**config.mk**
```make
export PLATFORM = sky130hd
export DESIGN_NAME = risc_lsu_32
export DESIGN_NICKNAME = d
export VERILOG_FILES = /design/src/rtl/risc_pkg.sv /design/src/rtl/risc_lsu_align.sv /design/src/rtl/risc_lsu_32.sv
export SDC_FILE = /design/constraint.sdc
export NUM_CORES = 1
export LEC_CHECK = 0
export CAP_MARGIN = 30
export CELL_PAD_IN_SITES_DETAIL_PLACEMENT = 1
export CELL_PAD_IN_SITES_GLOBAL_PLACEMENT = 2
export CORE_MARGIN = 5
export CORE_UTILIZATION = 24
export DETAILED_ROUTE_END_ITERATION = 10
export HOLD_SLACK_MARGIN = 0.12
export PLACE_DENSITY = 0.78
export REMOVE_ABC_BUFFERS = 1
export SYNTH_ARGS = -nofsm -noshare
export SYNTH_HDL_FRONTEND = slang
export SYNTH_SLANG_ARGS = --single-unit
```
**constraint.sdc**
```tcl
create_clock -name clk -period 1.94 [get_ports clk]
set_clock_uncertainty 0.05 [all_clocks]
set_input_delay 0.388 -clock clk [delete_from_list [all_inputs] [get_ports clk]]
set_output_delay 0.388 -clock clk [all_outputs]
set_load 0.02 [all_outputs]
```
**src/rtl/risc_pkg.sv**
```systemverilog
// risc_pkg: shared funct3 codes, exception causes, LSU state encoding and legality check
package risc_pkg;
  localparam logic [2:0] LB = 3'b000, LH = 3'b001, LW = 3'b010, LBU = 3'b100, LHU = 3'b101;
  localparam logic [2:0] SB = 3'b000, SH = 3'b001, SW = 3'b010;
  localparam logic [1:0] EXC_NONE = 2'b00, EXC_MISALIGN = 2'b01, EXC_TIMEOUT = 2'b10, EXC_ILLEGAL = 2'b11;
  localparam logic [2:0] S_IDLE = 3'd0, S_REQ = 3'd1, S_WAIT = 3'd2, S_RESP = 3'd3, S_EXC = 3'd4;
  function automatic logic [1:0] lsu_check(input logic st, input logic [2:0] f3, input logic [1:0] a);
    logic legal;
    legal = st ? (f3 == SB || f3 == SH || f3 == SW)
               : (f3 == LB || f3 == LH || f3 == LW || f3 == LBU || f3 == LHU);
    return !legal ? EXC_ILLEGAL
         : (f3[1:0] == 2'b01 && a[0]) || (f3[1:0] == 2'b10 && a != 2'b00) ? EXC_MISALIGN
         : EXC_NONE;
  endfunction
endpackage

```
**src/rtl/risc_lsu_align.sv**
```systemverilog
// risc_lsu_align: store lane replication/strobes and load lane select/extension (funct3_i, addr_lo_i, wdata_i, rdata_i -> wdata_o, wstrb_o, ldata_o)
module risc_lsu_align
  import risc_pkg::*;
(
  input  logic [2:0]  funct3_i,
  input  logic [1:0]  addr_lo_i,
  input  logic [31:0] wdata_i,
  input  logic [31:0] rdata_i,
  output logic [31:0] wdata_o,
  output logic [3:0]  wstrb_o,
  output logic [31:0] ldata_o
);
  logic [31:0] sh;
  logic [7:0]  b;
  logic [15:0] h;
  logic        u;
  always_comb begin
    u       = funct3_i[2];
    sh      = rdata_i >> {addr_lo_i, 3'b000};
    b       = sh[7:0];
    h       = addr_lo_i[1] ? rdata_i[31:16] : rdata_i[15:0];
    wdata_o = funct3_i[1:0] == 2'b00 ? {4{wdata_i[7:0]}}
            : funct3_i[1:0] == 2'b01 ? {2{wdata_i[15:0]}} : wdata_i;
    wstrb_o = funct3_i[1:0] == 2'b00 ? 4'b0001 << addr_lo_i
            : funct3_i[1:0] == 2'b01 ? (addr_lo_i[1] ? 4'b1100 : 4'b0011) : 4'b1111;
    ldata_o = funct3_i[1:0] == 2'b00 ? {{24{~u & b[7]}}, b}
            : funct3_i[1:0] == 2'b01 ? {{16{~u & h[15]}}, h} : rdata_i;
  end
endmodule

```
**src/rtl/risc_lsu_32.sv**
```systemverilog
// risc_lsu_32: blocking load/store unit (ex_* request in, mem_* req/gnt/rvalid bus, wb_* writeback pulse, exc_* exception pulse)
module risc_lsu_32
  import risc_pkg::*;
#(
  parameter int TIMEOUT_CYCLES = 255
) (
  input  logic        clk,
  input  logic        rst,
  input  logic        ex_valid,
  output logic        ex_ready,
  input  logic        ex_is_store,
  input  logic [2:0]  ex_funct3,
  input  logic [31:0] ex_addr,
  input  logic [31:0] ex_wdata,
  input  logic [4:0]  ex_rd,
  output logic        mem_req,
  output logic        mem_we,
  output logic [31:0] mem_addr,
  output logic [31:0] mem_wdata,
  output logic [3:0]  mem_wstrb,
  input  logic        mem_gnt,
  input  logic        mem_rvalid,
  input  logic [31:0] mem_rdata,
  output logic        wb_valid,
  output logic        wb_wen,
  output logic [4:0]  wb_rd,
  output logic [31:0] wb_data,
  output logic        exc_valid,
  output logic [1:0]  exc_cause,
  output logic [31:0] exc_addr
);
  localparam logic [15:0] TLAST = 16'(TIMEOUT_CYCLES - 1);
  logic [2:0]  state_q, state_d, f3_q;
  logic [15:0] cnt_q, cnt_d;
  logic [1:0]  cause_q, cause_d, chk;
  logic [31:0] addr_q, wdata_q, rdata_q, rdata_d, rep, ldata;
  logic [4:0]  rd_q;
  logic        st_q, accept;
  logic [3:0]  strb;
  risc_lsu_align u_align (
    .funct3_i (f3_q),
    .addr_lo_i(addr_q[1:0]),
    .wdata_i  (wdata_q),
    .rdata_i  (mem_rdata),
    .wdata_o  (rep),
    .wstrb_o  (strb),
    .ldata_o  (ldata)
  );
  assign accept = state_q == S_IDLE && ex_valid;
  assign chk    = lsu_check(ex_is_store, ex_funct3, ex_addr[1:0]);
  always_comb begin
    state_d = state_q;
    cnt_d   = cnt_q;
    cause_d = cause_q;
    rdata_d = rdata_q;
    case (state_q)
      S_IDLE: if (ex_valid) begin
        cnt_d   = '0;
        cause_d = chk;
        state_d = chk != EXC_NONE ? S_EXC : S_REQ;
      end
      S_REQ, S_WAIT: begin
        cnt_d = cnt_q + 16'd1;
        if (cnt_q == TLAST) begin
          cause_d = EXC_TIMEOUT;
          state_d = S_EXC;
        end else if (state_q == S_REQ && mem_gnt) begin
          state_d = S_WAIT;
        end else if (state_q == S_WAIT && mem_rvalid) begin
          state_d = S_RESP;
          rdata_d = st_q ? '0 : ldata;
        end
      end
      default: state_d = S_IDLE;
    endcase
  end
  always_ff @(posedge clk) begin
    if (rst) begin
      state_q <= S_IDLE;
      cnt_q   <= '0;
      cause_q <= EXC_NONE;
      rdata_q <= '0;
      addr_q  <= '0;
      wdata_q <= '0;
      f3_q    <= '0;
      rd_q    <= '0;
      st_q    <= 1'b0;
    end else begin
      state_q <= state_d;
      cnt_q   <= cnt_d;
      cause_q <= cause_d;
      rdata_q <= rdata_d;
      if (accept) begin
        addr_q  <= ex_addr;
        wdata_q <= ex_wdata;
        f3_q    <= ex_funct3;
        rd_q    <= ex_rd;
        st_q    <= ex_is_store;
      end
    end
  end
  assign ex_ready  = state_q == S_IDLE;
  assign mem_req   = state_q == S_REQ;
  assign mem_we    = mem_req & st_q;
  assign mem_addr  = {addr_q[31:2], 2'b00};
  assign mem_wdata = rep;
  assign mem_wstrb = mem_we ? strb : 4'b0000;
  assign wb_valid  = state_q == S_RESP;
  assign wb_wen    = wb_valid & ~st_q & (rd_q != 5'd0);
  assign wb_rd     = rd_q;
  assign wb_data   = wb_valid ? rdata_q : '0;
  assign exc_valid = state_q == S_EXC;
  assign exc_cause = exc_valid ? cause_q : EXC_NONE;
  assign exc_addr  = exc_valid ? addr_q : '0;
endmodule

```
Word-level counts from Yosys, hierarchy flattened

Cells that the tools add are included.

Bits in registers: 126
Input bits: 110
Output and inout port bits: 145
Logic and storage cells: 85

Add/subtract/negate cells: 1
Equal/unequal tests: 15
Shift-type cells: 2
Mux-type cells: 27
Bitwise gates (word level): 9
Reductions and logical operators: 22

Operator list:

| cell                  | number |
|---|---|
| $mux 32               | 7 |
| $mux 16               | 2 |
| $pmux 16 s2           | 1 |
| $shr 32x5->8          | 1 |
| $add 16x1->16 const B | 1 |
| $eq 16x8->1 const B   | 1 |
| $mux 4                | 4 |
| $mux 3                | 5 |
| $eq 3x2->1 const B    | 3 |
| $eq 3x3->1 const B    | 3 |
| $mux 2                | 4 |
| $eq 3x1->1 const B    | 2 |
| $logic_not 3->1       | 2 |
| $pmux 3 s2            | 1 |
| $reduce_bool 2->1     | 3 |
| $and 1x1->1           | 5 |
| $logic_and 1x1->1     | 5 |
| $logic_or 1x1->1      | 5 |
| $reduce_bool 5->1     | 1 |
| $eq 2x1->1 const B    | 2 |
| $ne 2x2->1 const B    | 2 |
| $ne 4x4->1 const B    | 1 |
| $not 1->1             | 4 |
| $pmux 2 s2            | 1 |
| other kinds (8)       | 10 |

Longest topological paths before layout

Gate-level depths: netlist of the first run.

Word-level depth: 11
Gate-level depth with buffers: 8
Mapped depth without buffers: 7

Modules after synthesis

From an unflattened synthesis of the first run, not the netlist that was laid out.

Cells, all modules: 894
Area, all modules: 6901.6 um2

Modules (own cells, without submodules):

| module         | times used | cells each | area each (um2) | sequential area each (um2) |
|---|---|---|---|---|
| risc_lsu_32    | 1          | 718        | 5652.9          | 2522.4 |
| risc_lsu_align | 1          | 176        | 1248.7          | 0.0 |

Worst setup path before layout of the first run

Ideal clock, no wire load.

Path type: register to output
Start: register state_q[0]
End: output port mem_wstrb[0]
Data arrival time: 1.856 ns
Data required time: 1.502 ns
Setup slack: -0.354 ns
Cell stages (with the launch flop): 5
Buffers on the path: 1
Cell sequence: dfxtp_1 buf_2 nor3b_1 nand2_1 a21oi_1

Longest elaborated chain between the ends: 3

RTL lines:

| element                  | RTL line           | source |
|---|---|---|
| start: declaration       | risc_lsu_32.sv:33  | `logic [2:0] state_q, state_d, f3_q;` |
| start signal: assignment | risc_lsu_32.sv:89  | `state_q <= state_d;` |
| $eq 3x1->1               | risc_lsu_32.sv:103 | `assign mem_req = state_q == S_REQ;` |
| via mem_req              | risc_lsu_32.sv:16  | `output logic mem_req,` |
| $and 1x1->1              | risc_lsu_32.sv:104 | `assign mem_we = mem_req & st_q;` |
| $mux 4                   | risc_lsu_32.sv:107 | `assign mem_wstrb = mem_we ? strb : 4'b0000;` |
| end: declaration         | risc_lsu_32.sv:20  | `output logic [3:0] mem_wstrb,` |

The timed path passes the listed nets, and every way through them passes these cells.

Worst setup path after layout of the first run

Start: register state_q[1]
End: output port exc_addr[1]

Longest elaborated chain between the ends: 2

RTL lines:

| element          | RTL line           | source |
|---|---|---|
| $eq 3x3->1       | risc_lsu_32.sv:112 | `assign exc_valid = state_q == S_EXC;` |
| $mux 32          | risc_lsu_32.sv:114 | `assign exc_addr = exc_valid ? addr_q : '0;` |
| end: declaration | risc_lsu_32.sv:30  | `output logic [31:0] exc_addr` |

Every way passes these cells.

==> insert_results.sql, run 1 <==
INSERT INTO impl_metrics (metric_group, metric, value, unit) VALUES
('finish', 'antennaDiodeCount', '0', ''),
('sta', 'grt_setup_unrepaired', 'true', ''),
('grt', 'antenna_found_initial', '3', ''),
('die', 'floorplan.die_area', '0.0299', 'mm2'),
('sta', 'final-max-slew-violation-count', '0', ''),
('synthesis', 'synth_most_common_cell', 'sky130_fd_sc_hd__nand2_1', ''),
('sta', 'final.period_utilization', '107', '%'),
('synthesis', 'yosys_warn_count', '0', ''),
('drt', 'post_drt_wl_per_cell', '18.1', 'um'),
('finish', 'layout-area-overhead-vs-synth', '69.1', '%'),
('critical_path', 'reg2reg_from', 'addr_q[0]', ''),
('critical_path', 'critical_path_required', '1.50', 'ns'),
('finish', 'fraction_of_layout_instances_using_a_drive_strength_above_1', '31.0', '%'),
('sta', 'postLayoutSetupSlackWorst', '-0.138', 'ns'),
('drt', 'drt-initial-drc-count', '224', ''),
('synthesis', 'synth.avg_cell_area', '8.00', 'um2'),
('synthesis', 'synth.top_cells.by_area', 'sky130_fd_sc_hd__dfxtp_1, sky130_fd_sc_hd__nand2_1, sky130_fd_sc_hd__a21oi_1', ''),
('sta', 'finalHoldViolations', '0', ''),
('min_path', 'hold_end', 'rdata_q[7]', ''),
('synthesis', 'yosys-top-cells-count', 'sky130_fd_sc_hd__nand2_1, sky130_fd_sc_hd__dfxtp_1, sky130_fd_sc_hd__a21oi_1', ''),
('grt', 'largest_net_degree_at_the_start_of_global_routing', '83', ''),
('synthesis', 'portion_of_the_post_synthesis_area_used_by_sequential_elements', '39.6', '%'),
('synthesis', 'seq_cells_post_synth', '126', ''),
('clock_tree', 'ctsHtreeMaxLevel', '4', ''),
('min_path', 'worstHoldStart', 'rdata_q[7]', ''),
('clock_tree', 'cts-hold-fix-buffers', '0', ''),
('job', 'max_cap_viol_count', '0', ''),
('sta', 'finalHoldWorstSlack', '0.396', 'ns'),
('die', 'die_w', '173', 'um'),
('critical_path', 'register_to_register_path_depth', '6', ''),
('min_path', 'timing.hold.worst_path_depth', '2', ''),
('critical_path', 'worst_ep_arrival_time', '1.64', 'ns'),
('synthesis', 'synth_enable_flop_cells', '0', ''),
('critical_path', 'worst_r2r_endpoint', 'rdata_q[30]', ''),
('die', 'placeable_core_area', '0.0261', 'mm2'),
('power_and_ir_drop', 'worst_voltage_drop_across_the_vdd_grid', '422', 'uV'),
('clock_tree', 'clockBufferDepth', '2', ''),
('outcome', 'outcome', 'complete, but fails checks', ''),
('die', 'top_level_ports', '255', ''),
('critical_path', 'timing_worst_setup_path_type', 'register to output pin', ''),
('critical_path', 'critical_path.max_fanout', '9', ''),
('drt', 'finalWirelength', '25400', 'um'),
('outcome', 'violated_checks', 'setup timing', ''),
('sta', 'finalCriticalPeriod', '2.08', 'ns'),
('power_and_ir_drop', 'post-layout-total-power', '0.0103', 'W'),
('synthesis', 'async_reset_ff_share', '0', '%'),
('drt', 'via_per_inst', '4.58', ''),
('sta', 'timing.fmax', '481', 'MHz'),
('clock_tree', 'path_clk_slew', '0.06', 'ns'),
('place', 'placedInstanceArea', '0.00939', 'mm2'),
('die', 'die_h', '173', 'um'),
('grt', 'global_route.overflow_total', '0', ''),
('place', 'buffer_ports.inserted', '252', ''),
('die', 'initial_utilization', '24.4', '%'),
('grt', 'grt_first_pass_wirelength', '38100', 'um'),
('sta', 'final-setup-viol-count', '77', ''),
('synthesis', 'yosysTopAreaCell', 'sky130_fd_sc_hd__dfxtp_1', ''),
('place', 'dp_hpwl', '17700', 'um'),
('clock_tree', 'cts_made_buffers', '17', ''),
('clock_tree', 'clock_tree.root_cell', 'sky130_fd_sc_hd__clkbuf_16', ''),
('synthesis', 'syn-instance-count', '796', ''),
('place', 'globalplace.congestion', '0.766', ''),
('power_and_ir_drop', 'powerDensity', '956', 'mW/mm2'),
('drt', 'antenna_left', '0', ''),
('drt', 'drt_first_pass_iters', '6', ''),
('critical_path', 'r2r_setup_slack', '0.07', 'ns'),
('min_path', 'hold_path.class', 'register to register', ''),
('finish', 'final_net_count', '1173', ''),
('finish', 'finish.instance_area', '0.0108', 'mm2'),
('place', 'post-place-ws', '-0.297', 'ns'),
('synthesis', 'post-synth-top-area-fraction', '39.6', '%');
==> kinds of logic after synthesis <==
group / synth area share (%)
buf+inv: 9.25
mux: 5.42
xor+xnor: 2.06
other cells: 0.0589
fa+ha+maj: 0.393
compound gates: 17.5
simple gates: 25.7
flops: 39.6
==> report_power, final <==
part | internal [W] | switching (W)
Clock | 0.00232 | 0.00126
Combinational | 0.00176 | 0.00187
Sequential | 0.00287 | 0.000228
==> metrics by stage <==
stage	util [%]	cells
6_report	41.2	1408
5_1_grt	41.2	1408
4_1_cts	38.8	1392
3_5_place_dp	35.9	1357
3_3_place_gp	35.9	1357
2_1_floorplan	-	701
==> layer usage <==
metal	track usage, %	vias to the layer above	share of wire, %
met3	5.00	21	7.2
met5	0	-	0.13
li1	-	3190	-
met1	19.7	3033	44
met4	3.36	4	0.85
met2	26.9	201	48
==> repair_timing <==
item,CTS,global route
gates resized for setup,563,154
cloned,2,7
pin swaps,5,33
endpoints found under the setup margin,127,144
buffers inserted,2,9
==> worst max path at each step <==
stage	start	endpoint	slack [ns]	depth (start not counted)
CTS	state_q[1]	exc_addr[9]	-0.20	6
global route	state_q[1]	exc_addr[15]	-0.21	6
detailed placement	mem_rdata[23]	rdata_q[19]	-0.30	6
finish	state_q[1]	exc_addr[1]	-0.14	6
floorplan	state_q[2]	exc_addr[0]	-0.99	2
global placement	f3_q[0]	mem_wdata[12]	-0.34	4
==> layout by cell type (no fill, tap or decap), types with 8 or more instances in the layout <==
cell and count:
sky130_fd_sc_hd__a21oi_1 89, sky130_fd_sc_hd__a22o_1 28, sky130_fd_sc_hd__a2bb2oi_1 8, sky130_fd_sc_hd__and2_1 13
sky130_fd_sc_hd__and2_4 57, sky130_fd_sc_hd__buf_12 15, sky130_fd_sc_hd__buf_2 8, sky130_fd_sc_hd__buf_4 73
sky130_fd_sc_hd__buf_6 84, sky130_fd_sc_hd__clkbuf_16 21, sky130_fd_sc_hd__clkdlybuf4s50_1 139, sky130_fd_sc_hd__dfxtp_1 119
sky130_fd_sc_hd__dlymetal6s2s_1 12, sky130_fd_sc_hd__mux2_4 11, sky130_fd_sc_hd__mux2i_1 11, sky130_fd_sc_hd__nand2_1 177
sky130_fd_sc_hd__nand2b_1 17, sky130_fd_sc_hd__nor2_1 25, sky130_fd_sc_hd__nor3_1 8, sky130_fd_sc_hd__o21ai_0 10
sky130_fd_sc_hd__o21ai_1 8, sky130_fd_sc_hd__o22ai_1 8, sky130_fd_sc_hd__xor2_1 14
==> cell type report <==
class	instances	area (um2)
Fill cell	3066	15400
Timing Repair Buffer	341	3580
Multi-Input combinational cell	568	3560
Sequential cell	126	2540
Clock buffer	18	439
Tap cell	335	419
Clock inverter	13	214
Inverter	7	26.3
==> critical path: stages (launching register included) <==
cell	delay [ns]
sky130_fd_sc_hd__dfxtp_2	0.34
sky130_fd_sc_hd__buf_6	0.12
sky130_fd_sc_hd__nor3b_4	0.20
sky130_fd_sc_hd__buf_12	0.17
sky130_fd_sc_hd__buf_12	0.13
sky130_fd_sc_hd__and2_1	0.14
sky130_fd_sc_hd__buf_6	0.12
==> state kept, by name, summed over array words and instances, names as in the netlist <==
signal,count
state_q,3
f3_q,3
cause_q,2
cnt_q,16
wdata_q,32
rdata_q,32
st_q,1
wb_rd,5
addr_q,32
(Power assumes the default switching activity.)
==> run 2, diff against run 1 <==
--- a/config.mk
+++ b/config.mk
@@ -10,6 +10,7 @@
 export CELL_PAD_IN_SITES_GLOBAL_PLACEMENT = 2
 export CORE_MARGIN = 5
 export CORE_UTILIZATION = 24
+export CTS_BUF_LIST = sky130_fd_sc_hd__clkbuf_16
 export DETAILED_ROUTE_END_ITERATION = 10
 export HOLD_SLACK_MARGIN = 0.12
 export PLACE_DENSITY = 0.78
==> run 2 against run 1 <==
- the run still ends with setup timing left
- maximum frequency barely moved
- clock power is 1% lower
- worst setup slack about the same
- critical endpoint unchanged
==> insert_results.sql, run 2 (synthesis gave the netlist of run 1 again) <==
INSERT INTO impl_metrics (metric_group, metric, value, unit) VALUES
('finish', 'antennaDiodeCount', '0', ''),
('outcome', 'outcome', 'complete, but fails checks', ''),
('grt', 'first_global_vias', '6622', ''),
('sta', 'final-setup-viol-count', '77', ''),
('clock_tree', 'cts_made_buffers', '17', ''),
('finish', 'nFillCells', '3067', ''),
('power_and_ir_drop', 'worst_voltage_drop_across_the_vdd_grid', '422', 'uV'),
('drt', 'num_vias', '6449', ''),
('grt', 'grt_first_pass_wirelength', '38100', 'um'),
('min_path', 'hold_path.class', 'register to register', ''),
('power_and_ir_drop', 'power.share.combinational', '35.3', '%'),
('sta', 'postLayoutSetupSlackWorst', '-0.138', 'ns'),
('sta', 'timing.fmax', '481', 'MHz'),
('die', 'initial_utilization', '24.4', '%'),
('outcome', 'violated_checks', 'setup timing', ''),
('power_and_ir_drop', 'power.static_leakage', '4.53', 'nW'),
('die', 'die_w', '173', 'um'),
('clock_tree', 'path_clk_slew', '0.06', 'ns'),
('place', 'post-place-ws', '-0.297', 'ns'),
('critical_path', 'reg2reg_from', 'addr_q[0]', ''),
('place', 'dp_hpwl', '17700', 'um'),
('critical_path', 'crit_path_end_kind', 'output pin', ''),
('clock_tree', 'cts-hold-fix-buffers', '0', ''),
('power_and_ir_drop', 'pwr-share-seq', '30.2', '%'),
('grt', 'global_route.overflow_total', '0', ''),
('grt', 'antenna_found_initial', '3', ''),
('drt', 'finalWirelength', '25400', 'um'),
('die', 'placeable_core_area', '0.0261', 'mm2'),
('die', 'core.rowCount', '59', ''),
('finish', 'largest_registers', 'addr_q: 32 flops, rdata_q: 32 flops, wdata_q: 32 flops', ''),
('power_and_ir_drop', 'netSwitchingPower', '0.00336', 'W'),
('die', 'floorplan.die_area', '0.0299', 'mm2'),
('clock_tree', 'tritoncts_clock_tree', 'built', ''),
('finish', 'most_common_cell_after_layout_fill_and_taps_aside', 'sky130_fd_sc_hd__nand2_1', ''),
('drt', 'drt_first_pass_iters', '6', ''),
('job', 'max_cap_viol_count', '0', ''),
('critical_path', 'worst_ep_arrival_time', '1.64', 'ns'),
('sta', 'final.period_utilization', '107', '%'),
('place', 'buffer_ports.inserted', '252', ''),
('drt', 'drt_drc_violations_left', '0', ''),
('power_and_ir_drop', 'cellInternalPower', '0.00690', 'W'),
('drt', 'drt-initial-drc-count', '224', ''),
('finish', 'finish.instance_area', '0.0108', 'mm2'),
('sta', 'finalCriticalPeriod', '2.08', 'ns'),
('die', 'top_level_ports', '255', ''),
('critical_path', 'worstSetupStartpointType', 'register', ''),
('die', 'die_h', '173', 'um'),
('sta', 'final.setup.tns', '-7.09', 'ns'),
('place', 'placedInstanceArea', '0.00939', 'mm2'),
('critical_path', 'timing.critical_path.from', 'state_q[1]', ''),
('power_and_ir_drop', 'power_switching_share', '32.7', '%'),
('sta', 'grt_setup_unrepaired', 'true', ''),
('grt', 'largest_net_degree_at_the_start_of_global_routing', '83', ''),
('clock_tree', 'clock_insertion_delay_worst_skew', '0.41', 'ns'),
('critical_path', 'timing_worst_setup_path_type', 'register to output pin', ''),
('drt', 'post_drt_wl_per_cell', '18.1', 'um'),
('sta', 'finalHoldViolations', '0', ''),
('clock_tree', 'clock_tree.root_cell', 'sky130_fd_sc_hd__clkbuf_16', ''),
('clock_tree', 'clkSinkCount', '126', ''),
('finish', 'fraction_of_layout_instances_using_a_drive_strength_above_1', '30.9', '%'),
('power_and_ir_drop', 'powerDensity', '953', 'mW/mm2'),
('finish', 'post_route_core_utilization', '41.2', '%'),
('place', 'globalplace.congestion', '0.766', ''),
('grt', 'grtUsageTotal', '15.8', '%'),
('min_path', 'worstHoldStart', 'rdata_q[7]', ''),
('power_and_ir_drop', 'power_frac_clock', '34.5', '%'),
('finish', 'most-common-layout-cells', 'sky130_fd_sc_hd__nand2_1, sky130_fd_sc_hd__clkdlybuf4s50_1, sky130_fd_sc_hd__dfxtp_1', ''),
('critical_path', 'critical_path_required', '1.50', 'ns'),
('drt', 'antenna_left', '0', ''),
('finish', 'final_net_count', '1173', ''),
('finish', 'layout-area-overhead-vs-synth', '69.0', '%'),
('clock_tree', 'ctsHtreeMaxLevel', '4', ''),
('drt', 'via_per_inst', '4.58', ''),
('sta', 'final-max-slew-violation-count', '0', ''),
('critical_path', 'r2r_setup_slack', '0.07', 'ns'),
('clock_tree', 'clockBufferDepth', '2', ''),
('critical_path', 'critical_path.max_fanout', '9', '');
## run 2: cell count changes in the layout (fill, tap and decap cells not counted)
cell                       delta
sky130_fd_sc_hd__clkinv_1     +1
sky130_fd_sc_hd__clkbuf_8     -1
## run 2: layout make-up
class | count | area, um2 | share of cell area (%)
clock buffers | 17 | 425 | 3.95
flip-flops and latches | 126 | 2540 | 23.6
multi-input cells | 568 | 3560 | 33.1
clock inverters | 14 | 218 | 2.02
well taps | 335 | 419 | 3.89
repair buffers | 341 | 3580 | 33.3
inverters | 7 | 26.3 | 0.244
## run 2: worst paths after layout
path / cells after the start / to
max: 6 / exc_addr[1]
min: 2 / rdata_q[7]
max reg2reg: 6 / rdata_q[30]
min reg2reg: 2 / rdata_q[7]
## run 2: stage by stage
step | power, W | std cells | hold WS (ns)
CTS | 0.0101 | 1392 | 0.393
detailed placement | 0.00642 | 1357 | 0.382
floorplan | 0.00464 | 701 | 0.357
finish | 0.0103 | 1408 | 0.396
global route | 0.0108 | 1408 | 0.428
global placement | 0.00640 | 1357 | 0.379
## run 2: repair_timing
| item | in CTS | in global routing |
|---|---|---|
| pin swaps | 5 | 33 |
| gates resized for setup | 563 | 154 |
| setup buffers | 2 | 9 |
| gates cloned | 2 | 7 |
| setup endpoints to repair | 127 | 144 |
## run 2: power groups by stage
stage	Combinational, W	Clock (W)	Sequential [W]
floorplan	0.00133	0	0.00331
global placement	0.00328	0	0.00311
detailed placement	0.00330	0	0.00312
CTS	0.00340	0.00364	0.00309
global route	0.00392	0.00374	0.00314
finish	0.00363	0.00354	0.00310
## run 2: per-layer routing
layer	wire (um)	track usage (%)	vias to the layer above
li1	-	-	3190
met1	11100	19.7	3033
met2	12200	26.9	201
met3	1820	5.00	21
met4	216	3.36	4
met5	34	0	-
## run 2: worst max-delay path, cell delays in order (launching register included)
cell	delay, ns
sky130_fd_sc_hd__dfxtp_2	0.34
sky130_fd_sc_hd__buf_6	0.12
sky130_fd_sc_hd__nor3b_4	0.20
sky130_fd_sc_hd__buf_12	0.17
sky130_fd_sc_hd__buf_12	0.13
sky130_fd_sc_hd__and2_1	0.14
sky130_fd_sc_hd__buf_6	0.12
